$ cat config.mk
export PLATFORM = sky130hd
export DESIGN_NAME = uart_char_tx
export DESIGN_NICKNAME = d
export VERILOG_FILES = /design/src/rtl/uart_pkg.sv /design/src/rtl/uart_baud_cnt.sv /design/src/rtl/uart_char_tx.sv
export SDC_FILE = /design/constraint.sdc
export NUM_CORES = 1
export LEC_CHECK = 0
export ABC_AREA = 1
export ABC_CLOCK_PERIOD_IN_PS = 3100
export CAP_MARGIN = 0
export CORE_MARGIN = 2
export CORE_UTILIZATION = 55
export CTS_BUF_LIST = sky130_fd_sc_hd__clkbuf_4
export CTS_CLUSTER_SIZE = 25
export DETAILED_ROUTE_END_ITERATION = 8
export PLACE_DENSITY = 0.72
export SYNTH_ARGS = -nofsm -noshare
export SYNTH_HDL_FRONTEND = slang
export SYNTH_HIERARCHICAL = 1
export SYNTH_SLANG_ARGS = --single-unit
$ cat constraint.sdc
create_clock -name clk -period 3.1 [get_ports clk]
set_input_delay 0.62 -clock clk [delete_from_list [all_inputs] [get_ports clk]]
set_output_delay 0.62 -clock clk [all_outputs]
set_load 0.02 [all_outputs]
$ cat src/rtl/uart_pkg.sv
// uart_pkg: shared UART constants and FSM state encoding for uart_char_tx
package uart_pkg;
  typedef logic [2:0] state_t;
  localparam state_t IDLE  = 3'd0;
  localparam state_t REQ   = 3'd1;
  localparam state_t WAIT  = 3'd2;
  localparam state_t START = 3'd3;
  localparam state_t DATA  = 3'd4;
  localparam state_t STOP  = 3'd5;
  localparam int UART_DATA_BITS = 8;
  localparam logic UART_IDLE_LVL  = 1'b1;
  localparam logic UART_START_LVL = 1'b0;
endpackage

$ cat src/rtl/uart_baud_cnt.sv
// uart_baud_cnt: bit-time counter; ports clk, rst, clr (hold at 0), tick (pulse every CLKS_PER_BIT cycles after clr)
module uart_baud_cnt #(
  parameter int CLKS_PER_BIT = 10417
) (
  input  logic clk,
  input  logic rst,
  input  logic clr,
  output logic tick
);
  localparam int BW = $clog2(CLKS_PER_BIT);
  logic [BW-1:0] cnt;
  assign tick = cnt == BW'(CLKS_PER_BIT - 1);
  always_ff @(posedge clk) begin
    if (rst || clr) cnt <= '0;
    else cnt <= tick ? '0 : cnt + BW'(1);
  end
endmodule

$ cat src/rtl/uart_char_tx.sv
// uart_char_tx: requests chars from a generator and sends them 8N1 LSB first; ports clk, rst, src_done, char_in[7:0] in; char_req, tx, busy out
module uart_char_tx import uart_pkg::*; #(
  parameter int CLKS_PER_BIT = 10417,
  parameter int CHAR_LAT     = 2
) (
  input  logic       clk,
  input  logic       rst,
  input  logic       src_done,
  input  logic [7:0] char_in,
  output logic       char_req,
  output logic       tx,
  output logic       busy
);
  localparam int LW = CHAR_LAT > 1 ? $clog2(CHAR_LAT) : 1;
  state_t state;
  logic [LW-1:0] lat;
  logic [2:0] idx;
  logic [7:0] shift;
  logic tick;
  logic clr;
  // Baud counter only runs while a frame is on the wire, so every START begins at count 0
  assign clr = (state == IDLE) || (state == REQ) || (state == WAIT);
  assign char_req = state == REQ;
  assign busy = (state != IDLE) && !(state == STOP && tick);
  uart_baud_cnt #(.CLKS_PER_BIT(CLKS_PER_BIT)) baud (
    .clk (clk),
    .rst (rst),
    .clr (clr),
    .tick(tick)
  );
  // tx is updated on the same edge as the state change so the line level lines up with the state
  always_ff @(posedge clk) begin
    if (rst) begin
      state <= IDLE;
      tx    <= UART_IDLE_LVL;
      lat   <= '0;
      idx   <= '0;
      shift <= '0;
    end else begin
      case (state)
        IDLE: if (!src_done) state <= REQ;
        REQ: begin
          state <= WAIT;
          lat   <= '0;
        end
        WAIT: begin
          if (lat == LW'(CHAR_LAT - 1)) begin
            shift <= char_in;
            state <= START;
            tx    <= UART_START_LVL;
          end else lat <= lat + LW'(1);
        end
        START: begin
          if (tick) begin
            state <= DATA;
            idx   <= '0;
            tx    <= shift[0];
          end
        end
        DATA: begin
          if (tick) begin
            if (idx == 3'(UART_DATA_BITS - 1)) begin
              state <= STOP;
              tx    <= UART_IDLE_LVL;
            end else begin
              idx   <= idx + 3'd1;
              shift <= {1'b0, shift[7:1]};
              tx    <= shift[1];
            end
          end
        end
        STOP: if (tick) state <= src_done ? IDLE : REQ;
        default: state <= IDLE;
      endcase
    end
  end
endmodule

# ---- Word-level counts from Yosys, hierarchy flattened
# Cells that the tools add are included.
dict set report word_totals {
  register_bits 30
  out_inout_bits 3
}
dict set report classes {
  addsub 3
  n_eq_ne 14
  n_mux 23
  n_reduce_logical 17
}
# cell n
set ops {}
lappend ops {{$mux W3} 9}
lappend ops {{$mux W8} 3}
lappend ops {{$pmux W3 S6} 1}
lappend ops {{$pmux W8 S2} 1}
lappend ops {{$add A14 B1 Y14 const B} 1}
lappend ops {{$eq A14 B14 Y1 const B} 1}
lappend ops {{$reduce_and A4 Y1} 3}
lappend ops {{$eq A3 B3 Y1 const B} 3}
lappend ops {{$ne A2 B2 Y1 const B} 4}
lappend ops {{$eq A3 B2 Y1 const B} 2}
lappend ops {{$mux W1} 6}
lappend ops {{$ne A2 B1 Y1 const B} 3}
lappend ops {{$pmux W3 S2} 1}
lappend ops {{$reduce_and A6 Y1} 1}
lappend ops {{$reduce_bool A2 Y1} 3}
lappend ops {{$reduce_bool A3 Y1} 2}
lappend ops {{$add A3 B1 Y3 const B} 1}
lappend ops {{$eq A3 B1 Y1 const B} 1}
lappend ops {{$logic_not A3 Y1} 1}
lappend ops {{$logic_or A1 B1 Y1} 3}
lappend ops {{$pmux W1 S3} 1}
lappend ops {{$logic_and A1 B1 Y1} 2}
lappend ops {{$pmux W1 S2} 1}
lappend ops {{$reduce_or A2 Y1} 1}
lappend ops {{2 further kinds} 2}

# ---- Depth between registers and ports, before layout
# Gate-level depths: netlist (run 1).
dict set report depth {
  word_depth 5
  mapped_depth 13
}

# ---- Cells and area by module
# Netlist (run 1), hierarchy kept.
# mod n_inst cells_each area_each_um2
set by_module_without_submodules {}
lappend by_module_without_submodules {uart_char_tx 1 147 942.2}
lappend by_module_without_submodules {uart_baud_cnt 1 104 729.4}

# ---- Worst setup path before layout (run 1)
# OpenSTA, ideal clock, no wires.
dict set report synth_timing {
  kind {register to output}
  from {register baud.cnt[0]}
  to {output busy}
  arrival_ns 1.211
  t_required_ns 2.480
  path_slack_ns 1.269
  stages_incl_launch_ff 10
  n_path_buf 0
  path_cell_list {dfxtp_1 inv_1 ha_1 nand3_1 nor2_1 nand2_1 inv_1 inv_1 o22ai_1 inv_1}
}
dict set report synth_between {
  elab_chain_len 4
}
# item line
set synth_rtl {}
lappend synth_rtl {{from (decl)} uart_baud_cnt.sv:11} ;# logic [BW-1:0] cnt;
lappend synth_rtl {{from (signal assigned)} uart_baud_cnt.sv:15} ;# else cnt <= tick ? '0 : cnt + BW'(1);
lappend synth_rtl {{$eq A14 B14 Y1} uart_baud_cnt.sv:12} ;# assign tick = cnt == BW'(CLKS_PER_BIT - 1);
lappend synth_rtl {{via tick} uart_char_tx.sv:19} ;# logic tick;
lappend synth_rtl {{$logic_and A1 B1 Y1} uart_char_tx.sv:24} ;# assign busy = (state != IDLE) && !(state == STOP && tick);
lappend synth_rtl {{$logic_not A1 Y1} uart_char_tx.sv:24}
lappend synth_rtl {{$logic_and A1 B1 Y1} uart_char_tx.sv:24}
lappend synth_rtl {{to (decl)} uart_char_tx.sv:12} ;# output logic busy
# The timed path passes the listed nets, and every way through them passes these cells.

# ---- Final worst setup path (run 1)
# Same ends and word-level chain as after synthesis.

==> flow_summary_export.csv, run 1 <==
group,metric,value,unit
status,status,"finished, final reports clean",
sta,timing.final.crit_period,2787,ps
route,via_to_cell_ratio,4.913,
setup_path,rr_worst_depth,13,
place,place_area,1800,µm²
final_layout,most-common-layout-cells,"sky130_fd_sc_hd__nand2_1 (61), sky130_fd_sc_hd__nor2_1 (53), sky130_fd_sc_hd__dfxtp_1 (30), sky130_fd_sc_hd__inv_1 (23), sky130_fd_sc_hd__nand3_1 (17)",
grt,grt.total_usage,20.93,%
hold_path,critical_hold_path_startpoint,"baud/cnt[13]$_SDFF_PP0_",
clock_network,cts.htree.levels,2,
synthesis,synth_top_family_by_area,"simple AND/OR/NAND/NOR gates",
grt,globalRoute.totalOverflow,0,
synthesis,sequential_cell_area_fraction_in_the_yosys_report,35.93,%
setup_path,critical_path.startpoint_type,"flip-flop",
final_layout,filler_cell_count,298,
final_layout,seq_area,600.6,µm²
setup_path,crit-reg2reg-launch,"baud/cnt[0]$_SDFF_PP0_",
synthesis,postSynthNetCount,266,
clock_network,cts_root_buffer,"sky130_fd_sc_hd__clkbuf_4",
sta,grt_setup_unrepaired,"false",
grt,grt_max_degree,15,
clock_network,cts_setup_buffers,0,
place,portBuffers,13,
setup_path,cp-end-kind,"output port",
route,route.detailed.drc,0,
synthesis,yosys-mux-area-fraction,0,%
synthesis,synth_area,1672,µm²
sta,timing.max_slew.rel_slack,66.85,%
final_layout,post_route_cells_drive_above_1_share,10.49,%
route,post_route_wl,3030,µm
clock_network,clkSlewWorstSetupHoldPaths,100,ps
final_layout,num_antenna_cells,0,
synthesis,synth.ff_latch_count,30,
power,p_leak,0.7675,nW
clock_network,numCtsBuffers,5,
hold_path,holdPathStages,2,
clock_network,tritoncts,"done",
grt,via_count_of_the_first_global_routing_pass,1323,
power,vdd.ir_drop.worst,0.3901,mV
synthesis,yosys.area_share.xor_xnor,2.620,%
final_layout,finalCoreUtilization,62.27,%
setup_path,critical_path_arrival,2170,ps
sta,setup_violations,0,
route,drt_first_iter_violations,130,
sta,finalMaxSlewViolations,0,
setup_path,crit_required,2480,ps
synthesis,syn-instance-count,251,
place,gp_routability_congestion,0.8519,
synthesis,syn-mean-instance-area,6.660,µm²
sta,totalNegativeSetupSlack,0,ps
die,placeableCoreArea,2978,µm²
die,dieHeight,59.13,µm
hold_path,hp-class,"flip-flop to flip-flop",
final_layout,finish.net_count,281,
synthesis,synth_cell_types,29,
power,proportion_of_total_power_due_to_net_switching,41.48,%
route,wl_per_cell,10.10,µm
final_layout,post_synthesis_to_final_layout_area_growth,10.93,%
die,initial_standard_cell_utilization_of_the_core,56.13,%
synthesis,post_synth_and_or_nand_nor_area_fraction,41.02,%
power,fraction_of_power_consumed_by_combinational_cells,39.2,%
sta,fin_crit_sh,89.91,%
power,power_switching,0.5164,mW
final_layout,final_cell_area,1854,µm²
clock_network,clock_latency,330,ps
clock_network,clk_path_buf_depth,2,
clock_network,cts.sinks,30,
grt,grt_first_pass_wirelength,5513,µm
final_layout,multi_input_area,920.9,µm²
setup_path,criticalPathCategory,"flip-flop to output port",
route,postRouteAntennaNets,0,
setup_path,critPathMaxFanout,5,
sta,hold_violations,0,
sta,max_freq,0.3588,GHz
synthesis,yosys.area_share.adder,2.994,%
power,clockPowerShare,18.2,%
place,place_hpwl,2198,µm
power,power_per_cell_area,671.4,nW/µm²
job,max_cap_violations,0,
setup_path,crit_path_start,"baud/cnt[0]$_SDFF_PP0_",
clock_network,cts-hold-fix-buffers,0,
die,die_w,59.13,µm
sta,timing.clock.skew,8.471,ps
final_layout,layout_commonest_cell,"sky130_fd_sc_hd__nand2_1",
power,internal-power,0.7286,mW
sta,worst-slew-pin-transition,496.6,ps
route,routed-via-count,1474,
clock_network,number_of_gates_given_a_new_drive_strength_after_cts,0,
die,design.portCount,14,
synthesis,yosys_warnings,6,
power,pwr-share-seq,42.6,%
die,die_area,3496,µm²
die,core.rowCount,20,
route,drt-pass1-iter-count,4,
grt,initial_antenna_violation_count,0,
synthesis,synth_compound_area_share,8.458,%
==> cell usage after synthesis <==
master	number	area (µm²)
sky130_fd_sc_hd__buf_2	1	5.000
sky130_fd_sc_hd__nor3_1	1	5.000
sky130_fd_sc_hd__nand3_2	2	20.02
sky130_fd_sc_hd__buf_4	2	15.01
sky130_fd_sc_hd__a21oi_2	1	8.760
sky130_fd_sc_hd__nor2_1	53	198.9
sky130_fd_sc_hd__or2_0	1	6.260
sky130_fd_sc_hd__nand2_2	7	43.79
sky130_fd_sc_hd__a21oi_4	1	16.27
sky130_fd_sc_hd__dfxtp_1	30	600.6
sky130_fd_sc_hd__clkinv_1	1	3.750
sky130_fd_sc_hd__nand2_1	61	229.0
sky130_fd_sc_hd__a21oi_1	7	35.03
sky130_fd_sc_hd__inv_2	3	11.26
sky130_fd_sc_hd__o21ai_0	15	75.07
sky130_fd_sc_hd__nor2_4	2	22.52
sky130_fd_sc_hd__nor2_2	2	12.51
sky130_fd_sc_hd__xnor2_1	3	26.28
sky130_fd_sc_hd__or2_2	1	6.260
sky130_fd_sc_hd__ha_1	4	50.05
sky130_fd_sc_hd__o22ai_1	1	6.260
sky130_fd_sc_hd__buf_6	2	22.52
sky130_fd_sc_hd__nand3_1	17	85.08
sky130_fd_sc_hd__nand3b_1	1	7.510
sky130_fd_sc_hd__inv_1	23	86.33
sky130_fd_sc_hd__xor2_1	2	17.52
sky130_fd_sc_hd__nand4_1	5	31.28
sky130_fd_sc_hd__inv_4	1	6.260
sky130_fd_sc_hd__nand3_4	1	17.52
==> metrics by stage <==
step	instances	setup slack [ps]	hold WS, ps	power, mW
after global placement	292	721.1	442.9	1.026
after CTS	300	301.0	470.5	1.255
after floorplan	251	1269	439.2	0.9219
final	300	312.7	468.7	1.245
after global routing	300	132.2	485.3	1.352
after detailed placement	292	683.9	445.8	1.030
==> power groups by stage <==
stage	Combinational (mW)	Clock, mW	Sequential, mW
final	0.488	0.227	0.530
after global routing	0.565	0.247	0.540
after CTS	0.492	0.232	0.531
after detailed placement	0.490	0	0.540
after global placement	0.488	0	0.538
after floorplan	0.406	0	0.516
==> cells by family after synthesis <==
kind of cell	count (synthesis)
flops	30
fa+ha+maj	4
xor+xnor	5
buf+inv	33
compound gates	25
simple gates	154
==> worst paths after layout <==
path                                                 to  slack, ps
worst max register to register    state[2]$_SDFFE_PP0P_       1230
worst min-delay path            baud/cnt[13]$_SDFF_PP0_        470
worst min register to register  baud/cnt[13]$_SDFF_PP0_        470
worst max-delay path                               busy        310
==> worst max-delay path, stage by stage (launching register included) <==
cell	delay, ps
sky130_fd_sc_hd__dfxtp_1	400
sky130_fd_sc_hd__inv_1	60
sky130_fd_sc_hd__ha_1	180
sky130_fd_sc_hd__nand3_1	70
sky130_fd_sc_hd__nor2_1	50
sky130_fd_sc_hd__nand2_1	80
sky130_fd_sc_hd__inv_1	60
sky130_fd_sc_hd__inv_1	170
sky130_fd_sc_hd__o22ai_1	120
sky130_fd_sc_hd__inv_1	70
sky130_fd_sc_hd__clkdlybuf4s50_1	590
==> registers in the layout, summed over array words and instances (netlist names) <==
register and flops:
tx 1, shift 8, lat 1, baud/cnt 14
idx 3, state 3
==> layer usage <==
metal	part of all wire [%]	GRT usage (%)	up-vias
met4	1.0	8.117	0
met5	0	0	-
met2	41	30.48	28
met3	4.5	7.860	4
li1	-	-	819
met1	54	28.01	623
==> area by class of cell <==
type / instances / share of cell area (%)
clock buffer: 5 / 2.024
clock inverter: 3 / 0.8772
inverter: 28 / 5.803
multi-input combinational: 188 / 49.66
sequential: 30 / 32.39
tap: 33 / 2.227
timing repair buffer: 13 / 7.018
No activity file was read; power rests on OpenSTA's default activity.
==> run 2, diff against run 1 <==
--- a/config.mk
+++ b/config.mk
@@ -5,16 +5,15 @@
 export SDC_FILE = /design/constraint.sdc
 export NUM_CORES = 1
 export LEC_CHECK = 0
-export ABC_AREA = 1
 export ABC_CLOCK_PERIOD_IN_PS = 3100
 export CAP_MARGIN = 0
 export CORE_MARGIN = 2
 export CORE_UTILIZATION = 55
 export CTS_BUF_LIST = sky130_fd_sc_hd__clkbuf_4
+export CTS_CLUSTER_DIAMETER = 50
 export CTS_CLUSTER_SIZE = 25
 export DETAILED_ROUTE_END_ITERATION = 8
 export PLACE_DENSITY = 0.72
 export SYNTH_ARGS = -nofsm -noshare
 export SYNTH_HDL_FRONTEND = slang
-export SYNTH_HIERARCHICAL = 1
 export SYNTH_SLANG_ARGS = --single-unit
==> flow_summary_export.csv, run 2 <==
group,metric,value,unit
status,status,"complete, but fails checks",
status,failed_checks,"DRC",
power,vdd.ir_drop.worst,0.2262,mV
die,die_w,58.59,µm
synthesis,post_synth_top_area_share,36.64,%
clock_network,cts_root_buffer,"sky130_fd_sc_hd__clkbuf_4",
grt,initial_antenna_violation_count,0,
synthesis,synth_async_sr_flop_share,0,%
sta,timing.final.crit_period,2804,ps
synthesis,sequential_cell_area_fraction_in_the_yosys_report,36.64,%
setup_path,rr_worst_depth,6,
sta,setup_violations,0,
setup_path,critPathMaxFanout,7,
final_layout,post_layout_nonfiller_instances,240,
sta,hold_violations,0,
place,place_hpwl,2337,µm
setup_path,crit-reg2reg-capture,"baud.cnt[1]$_SDFF_PP0_",
grt,grt_max_degree,24,
die,placeableCoreArea,2805,µm²
route,routed-via-count,1391,
route,postRouteAntennaNets,0,
route,via_to_cell_ratio,5.796,
clock_network,cts.sinks,30,
clock_network,cts.htree.levels,2,
synthesis,synth_enable_flop_cells,0,
grt,globalRoute.totalOverflow,0,
setup_path,crit-reg2reg-launch,"baud.cnt[0]$_SDFF_PP0_",
clock_network,clock_latency,340,ps
synthesis,synth.ff_latch_count,30,
die,dieHeight,58.59,µm
final_layout,post_route_cells_drive_above_1_share,6.220,%
power,fraction_of_power_consumed_by_combinational_cells,9.4,%
power,clockPowerShare,30.4,%
setup_path,critical_path_arrival,2180,ps
final_layout,regMostFlops,"baud.cnt",
grt,grt_first_pass_wirelength,6009,µm
die,initial_standard_cell_utilization_of_the_core,58.43,%
final_layout,finalCoreUtilization,64.05,%
place,placement_setup_slack,659.7,ps
synthesis,syn-mean-instance-area,8.195,µm²
final_layout,most-common-layout-cells,"sky130_fd_sc_hd__dfxtp_1 (30), sky130_fd_sc_hd__nor2_1 (26), sky130_fd_sc_hd__a21oi_1 (17), sky130_fd_sc_hd__clkdlybuf4s50_1 (13), sky130_fd_sc_hd__nor2b_1 (11)",
final_layout,finish.net_count,225,
die,design.portCount,14,
route,route.detailed.drc,1,
setup_path,cp-end-kind,"output port",
sta,timing.clock.skew,12.58,ps
synthesis,synth_flop_cell,"sky130_fd_sc_hd__dfxtp_1",
sta,fin_crit_sh,90.44,%
power,internal-power,0.5001,mW
setup_path,criticalPathCategory,"flip-flop to output port",
hold_path,hp-class,"flip-flop to flip-flop",
place,cell_total_after_placement,234,
clock_network,cts_setup_buffers,0,
sta,min_setup_slack_post_route,296.5,ps
synthesis,synth_cell_types,36,
synthesis,yosys.cell_count.top_type,"sky130_fd_sc_hd__dfxtp_1",
sta,max_freq,0.3567,GHz
grt,via_count_of_the_first_global_routing_pass,1396,
hold_path,critical_hold_path_startpoint,"lat$_SDFFE_PP0N_",
clock_network,cts-hold-fix-buffers,0,
sta,finalMaxSlewViolations,0,
power,p_leak,0.6056,nW
clock_network,clkSlewWorstSetupHoldPaths,80,ps
route,post_route_wl,3289,µm
setup_path,crit_required,2480,ps
route,wl_per_cell,13.70,µm
final_layout,layout_commonest_cell,"sky130_fd_sc_hd__dfxtp_1",
final_layout,num_antenna_cells,0,
sta,totalNegativeSetupSlack,0,ps
setup_path,critical_path.startpoint_type,"flip-flop",
hold_path,holdPathStages,2,
power,power_switching,0.1635,mW
final_layout,largest_reg_flops,14,
synthesis,synth_top_cells_by_area,"sky130_fd_sc_hd__dfxtp_1 (37%), sky130_fd_sc_hd__nor2_1 (6.0%), sky130_fd_sc_hd__a21oi_1 (5.2%)",
synthesis,postSynthNetCount,215,
die,die_area,3433,µm²
synthesis,synth_area,1639,µm²
synthesis,syn-instance-count,200,
clock_network,tritoncts,"done",
power,report.power.total,0.6636,mW
route,drt_first_iter_violations,96,
clock_network,numCtsBuffers,5,
synthesis,synthTopCellsByCount,"sky130_fd_sc_hd__dfxtp_1 (30), sky130_fd_sc_hd__nor2_1 (26), sky130_fd_sc_hd__a21oi_1 (17), sky130_fd_sc_hd__nor2b_1 (11)",
power,proportion_of_total_power_due_to_net_switching,24.64,%
synthesis,yosys.area.top_type,"sky130_fd_sc_hd__dfxtp_1",
route,drt-pass1-iter-count,6,
place,gp_routability_congestion,0.8312,
sta,grt_setup_unrepaired,"false",
sta,worst-slew-pin-transition,812.4,ps
sta,timing.max_slew.rel_slack,45.84,%
power,pwr-share-seq,60.3,%
die,core.rowCount,19,
place,portBuffers,13,
final_layout,largest_registers,"baud.cnt x14, shift x8",
setup_path,setup.reg_to_reg.worst_slack,810,ps
clock_network,number_of_gates_given_a_new_drive_strength_after_cts,0,
grt,grt.total_usage,23.23,%
job,max_cap_violations,0,
final_layout,post_synthesis_to_final_layout_area_growth,9.618,%
synthesis,yosys_warnings,0,
power,power_per_cell_area,369.4,nW/µm²
hold_path,worstHoldEndpoint,"lat$_SDFFE_PP0N_",
clock_network,clk_path_buf_depth,2,
## run 2: changes by cell type in the layout (fill, tap and decap cells not counted), sizes merged, moves of 3 or more
| cell | change |
|---|---|
| nand2 | -64 |
| nor2 | -31 |
| inv | -19 |
| nand3 | -12 |
| nor2b | +11 |
| o21ai | -11 |
| o22ai | +9 |
| a21oi | +8 |
| and3 | +8 |
| mux2i | +8 |
| xnor2 | +6 |
| nand2b | +5 |
| nor3 | +5 |
| a31o | +3 |
## run 2: through the flow
| stage | hold WS (ps) | instance area (µm²) |
|---|---|---|
| global placement | 480.7 | 1755 |
| global route | 531.4 | 1797 |
| CTS | 494.7 | 1797 |
| floorplan | 459.7 | 1639 |
| detailed placement | 485.5 | 1755 |
| finish | 490.3 | 1797 |
## run 2: cell type report
type | instances | area (µm²)
Inverter | 8 | 30.03
Tap cell | 31 | 38.79
Clock inverter | 1 | 3.754
Clock buffer | 5 | 37.54
Timing Repair Buffer | 15 | 145.1
Multi-Input combinational cell | 150 | 940.9
Sequential cell | 30 | 600.6
Fill cell | 248 | 1008
## run 2: kinds of logic after synthesis
group	count (synthesis)	share of synthesized area [%]
compound gates	38	14.05
xor+xnor	12	6.413
fa+ha+maj	4	3.054
buf+inv	20	5.954
flops	30	36.64
mux	8	4.886
simple gates	88	29.01
## run 2: power groups by stage
stage / registers (mW) / logic [mW] / clock network [mW]
finish: 0.400 / 0.0623 / 0.202
CTS: 0.400 / 0.0624 / 0.207
global placement: 0.408 / 0.0602 / 0
global route: 0.402 / 0.0694 / 0.221
detailed placement: 0.409 / 0.0622 / 0
floorplan: 0.403 / 0.0407 / 0
## run 2: worst max-delay path, cell delays in order, from the launching register on
cell	delay, ps
sky130_fd_sc_hd__dfxtp_1	430
sky130_fd_sc_hd__inv_1	70
sky130_fd_sc_hd__ha_1	190
sky130_fd_sc_hd__and3b_1	180
sky130_fd_sc_hd__nand4_1	120
sky130_fd_sc_hd__nor2_1	70
sky130_fd_sc_hd__a22oi_1	160
sky130_fd_sc_hd__clkdlybuf4s50_1	630
## run 2: layer usage
| metal | vias to the layer above | global-route usage [%] | part of all wire, % |
|---|---|---|---|
| met4 | 0 | 12.01 | 1.5 |
| met1 | 650 | 27.30 | 47 |
| met3 | 6 | 5.934 | 4.3 |
| met2 | 18 | 39.00 | 47 |
| li1 | 717 | - | - |
| met5 | - | 0 | 0 |
## run 2: worst max path at each step
stage,start,endpoint,slack (ps),cells past startpoint
2_1_floorplan,baud.cnt[0]$_SDFF_PP0_,busy,1150,6
3_3_place_gp,baud.cnt[0]$_SDFF_PP0_,busy,710,7
3_5_place_dp,baud.cnt[0]$_SDFF_PP0_,busy,660,7
4_1_cts,baud.cnt[0]$_SDFF_PP0_,busy,280,7
5_1_grt,baud.cnt[1]$_SDFF_PP0_,busy,160,7
6_report,baud.cnt[0]$_SDFF_PP0_,busy,300,7
==> run 3, diff against run 2 <==
--- a/config.mk
+++ b/config.mk
@@ -8,12 +8,12 @@
 export ABC_CLOCK_PERIOD_IN_PS = 3100
 export CAP_MARGIN = 0
 export CORE_MARGIN = 2
-export CORE_UTILIZATION = 55
+export CORE_UTILIZATION = 51
 export CTS_BUF_LIST = sky130_fd_sc_hd__clkbuf_4
 export CTS_CLUSTER_DIAMETER = 50
 export CTS_CLUSTER_SIZE = 25
 export DETAILED_ROUTE_END_ITERATION = 8
-export PLACE_DENSITY = 0.72
+export PLACE_DENSITY = 0.68
 export SYNTH_ARGS = -nofsm -noshare
 export SYNTH_HDL_FRONTEND = slang
 export SYNTH_SLANG_ARGS = --single-unit
==> flow_summary_export.csv, run 3 (synthesis gave the netlist of run 2 again) <==
group,metric,value,unit
sta,setup_violations,0,
sta,hold_slack,497.4,ps
clock_network,tritoncts,"done",
setup_path,timing.critical_path.buf_inv,2,
sta,min_setup_slack_post_route,287.7,ps
place,place_area,1772,µm²
sta,fin_crit_sh,90.72,%
place,cell_total_after_placement,247,
final_layout,post_route_cells_drive_above_1_share,7.109,%
die,core.rowCount,20,
final_layout,largest_reg_flops,14,
sta,totalNegativeSetupSlack,0,ps
die,design.portCount,14,
setup_path,critPathTopFamily,"buffers and inverters",
place,portBuffers,13,
grt,via_count_of_the_first_global_routing_pass,1239,
final_layout,layout_commonest_cell,"sky130_fd_sc_hd__dfxtp_1",
route,via_to_cell_ratio,5.471,
hold_path,hp-class,"flip-flop to flip-flop",
final_layout,finalCoreUtilization,59.80,%
setup_path,criticalPathCategory,"flip-flop to output port",
route,drt_first_iter_violations,190,
die,dieHeight,60.69,µm
sta,hold_violations,0,
final_layout,final_cell_area,1826,µm²
die,placeableCoreArea,3053,µm²
status,status,"finished, final reports clean",
clock_network,numCtsBuffers,5,
clock_network,cts.htree.levels,2,
die,die_w,60.69,µm
setup_path,timing.critical_path.slowest_cell_delay,630,ps
route,wl_per_cell,12.77,µm
final_layout,largest_registers,"baud.cnt x14, shift x8",
route,routed-via-count,1395,
power,power_per_cell_area,381.3,nW/µm²
clock_network,number_of_gates_given_a_new_drive_strength_after_cts,0,
setup_path,critPathMaxFanout,7,
place,gp_routability_congestion,0.7931,
final_layout,post_layout_nonfiller_instances,255,
clock_network,clock_latency,340,ps
final_layout,regMostFlops,"baud.cnt",
die,initial_standard_cell_utilization_of_the_core,53.69,%
grt,grt_max_degree,25,
setup_path,cp-end-kind,"output port",
clock_network,cts_setup_buffers,0,
job,max_cap_violations,0,
sta,timing.clock.skew,8.463,ps
sta,finalMaxSlewViolations,0,
clock_network,clk_path_buf_depth,2,
setup_path,critical_path.startpoint_type,"flip-flop",
grt,grt.total_usage,20.19,%
final_layout,post_synthesis_to_final_layout_area_growth,11.37,%
grt,globalRoute.totalOverflow,0,
final_layout,finish.net_count,225,
clock_network,cts-hold-fix-buffers,0,
setup_path,crit_required,2480,ps
sta,timing.max_slew.rel_slack,44.65,%
route,post_route_wl,3257,µm
power,report.power.total,0.6960,mW
place,place_hpwl,2206,µm
grt,initial_antenna_violation_count,0,
die,die_area,3683,µm²
route,route.detailed.drc,0,
clock_network,cts_root_buffer,"sky130_fd_sc_hd__clkbuf_4",
power,vdd.ir_drop.worst,0.2109,mV
sta,max_freq,0.3556,GHz
route,drt-pass1-iter-count,4,
sta,worst-slew-pin-transition,830.3,ps
setup_path,critical_path_arrival,2190,ps
setup_path,crit_chain,"inv_1 -> ha_1 -> and3b_1 -> nand4_1 -> nor2_1 -> a22oi_1 -> clkdlybuf4s50_1",
final_layout,most-common-layout-cells,"sky130_fd_sc_hd__dfxtp_1 (30), sky130_fd_sc_hd__nor2_1 (26), sky130_fd_sc_hd__a21oi_1 (17), sky130_fd_sc_hd__clkdlybuf4s50_1 (13), sky130_fd_sc_hd__nor2b_1 (11)",
sta,timing.final.crit_period,2812,ps
final_layout,num_antenna_cells,0,
setup_path,cp_slowest_cell,"sky130_fd_sc_hd__clkdlybuf4s50_1",
clock_network,clkSlewWorstSetupHoldPaths,100,ps
power,p_leak,0.6141,nW
clock_network,cts.sinks,30,
place,placement_setup_slack,650.0,ps
grt,grt_first_pass_wirelength,5513,µm
sta,grt_setup_unrepaired,"false",
route,postRouteAntennaNets,0,
[run 3: cell types whose count changed in the layout (fill, tap and decap cells not counted)]
cell / before / now
sky130_fd_sc_hd__clkbuf_4: 5 / 6
sky130_fd_sc_hd__clkinv_2: 0 / 1
[run 3: layout make-up]
cell class,count,area [µm²]
Fill cell,302,1227
Clock inverter,2,8.758
Inverter,8,30.03
Clock buffer,6,45.04
Multi-Input combinational cell,150,940.9
Sequential cell,30,600.6
Timing Repair Buffer,15,145.1
Tap cell,44,55.05
[run 3: worst register-to-register path: cells and delay by family, from the launching register on]
kind | cells | cell delay, ps
simple gates | 4 | 1800
flops | 1 | 380
[run 3: power by group]
group	internal (mW)	switching [mW]	leakage, nW
Combinational	0.0325	0.0288	0.339
Clock	0.0938	0.140	0.0331
Sequential	0.391	0.00987	0.242
[run 3: final timing paths]
kind | start | end | slack [ps] | depth (start not counted)
min reg2reg | shift[7]$_SDFFE_PP0P_ | shift[7]$_SDFFE_PP0P_ | 500 | 2
min | shift[7]$_SDFFE_PP0P_ | shift[7]$_SDFFE_PP0P_ | 500 | 2
max reg2reg | baud.cnt[3]$_SDFF_PP0_ | baud.cnt[9]$_SDFF_PP0_ | 810 | 4
max | baud.cnt[0]$_SDFF_PP0_ | busy | 290 | 7
[run 3: metal layers]
metal / part of all wire, % / up-vias / track usage [%]
li1: - / 723 / -
met1: 53 / 653 / 28.01
met2: 43 / 15 / 29.49
met3: 3.2 / 4 / 6.397
met4: 1.3 / 0 / 7.453
met5: 0 / - / 0
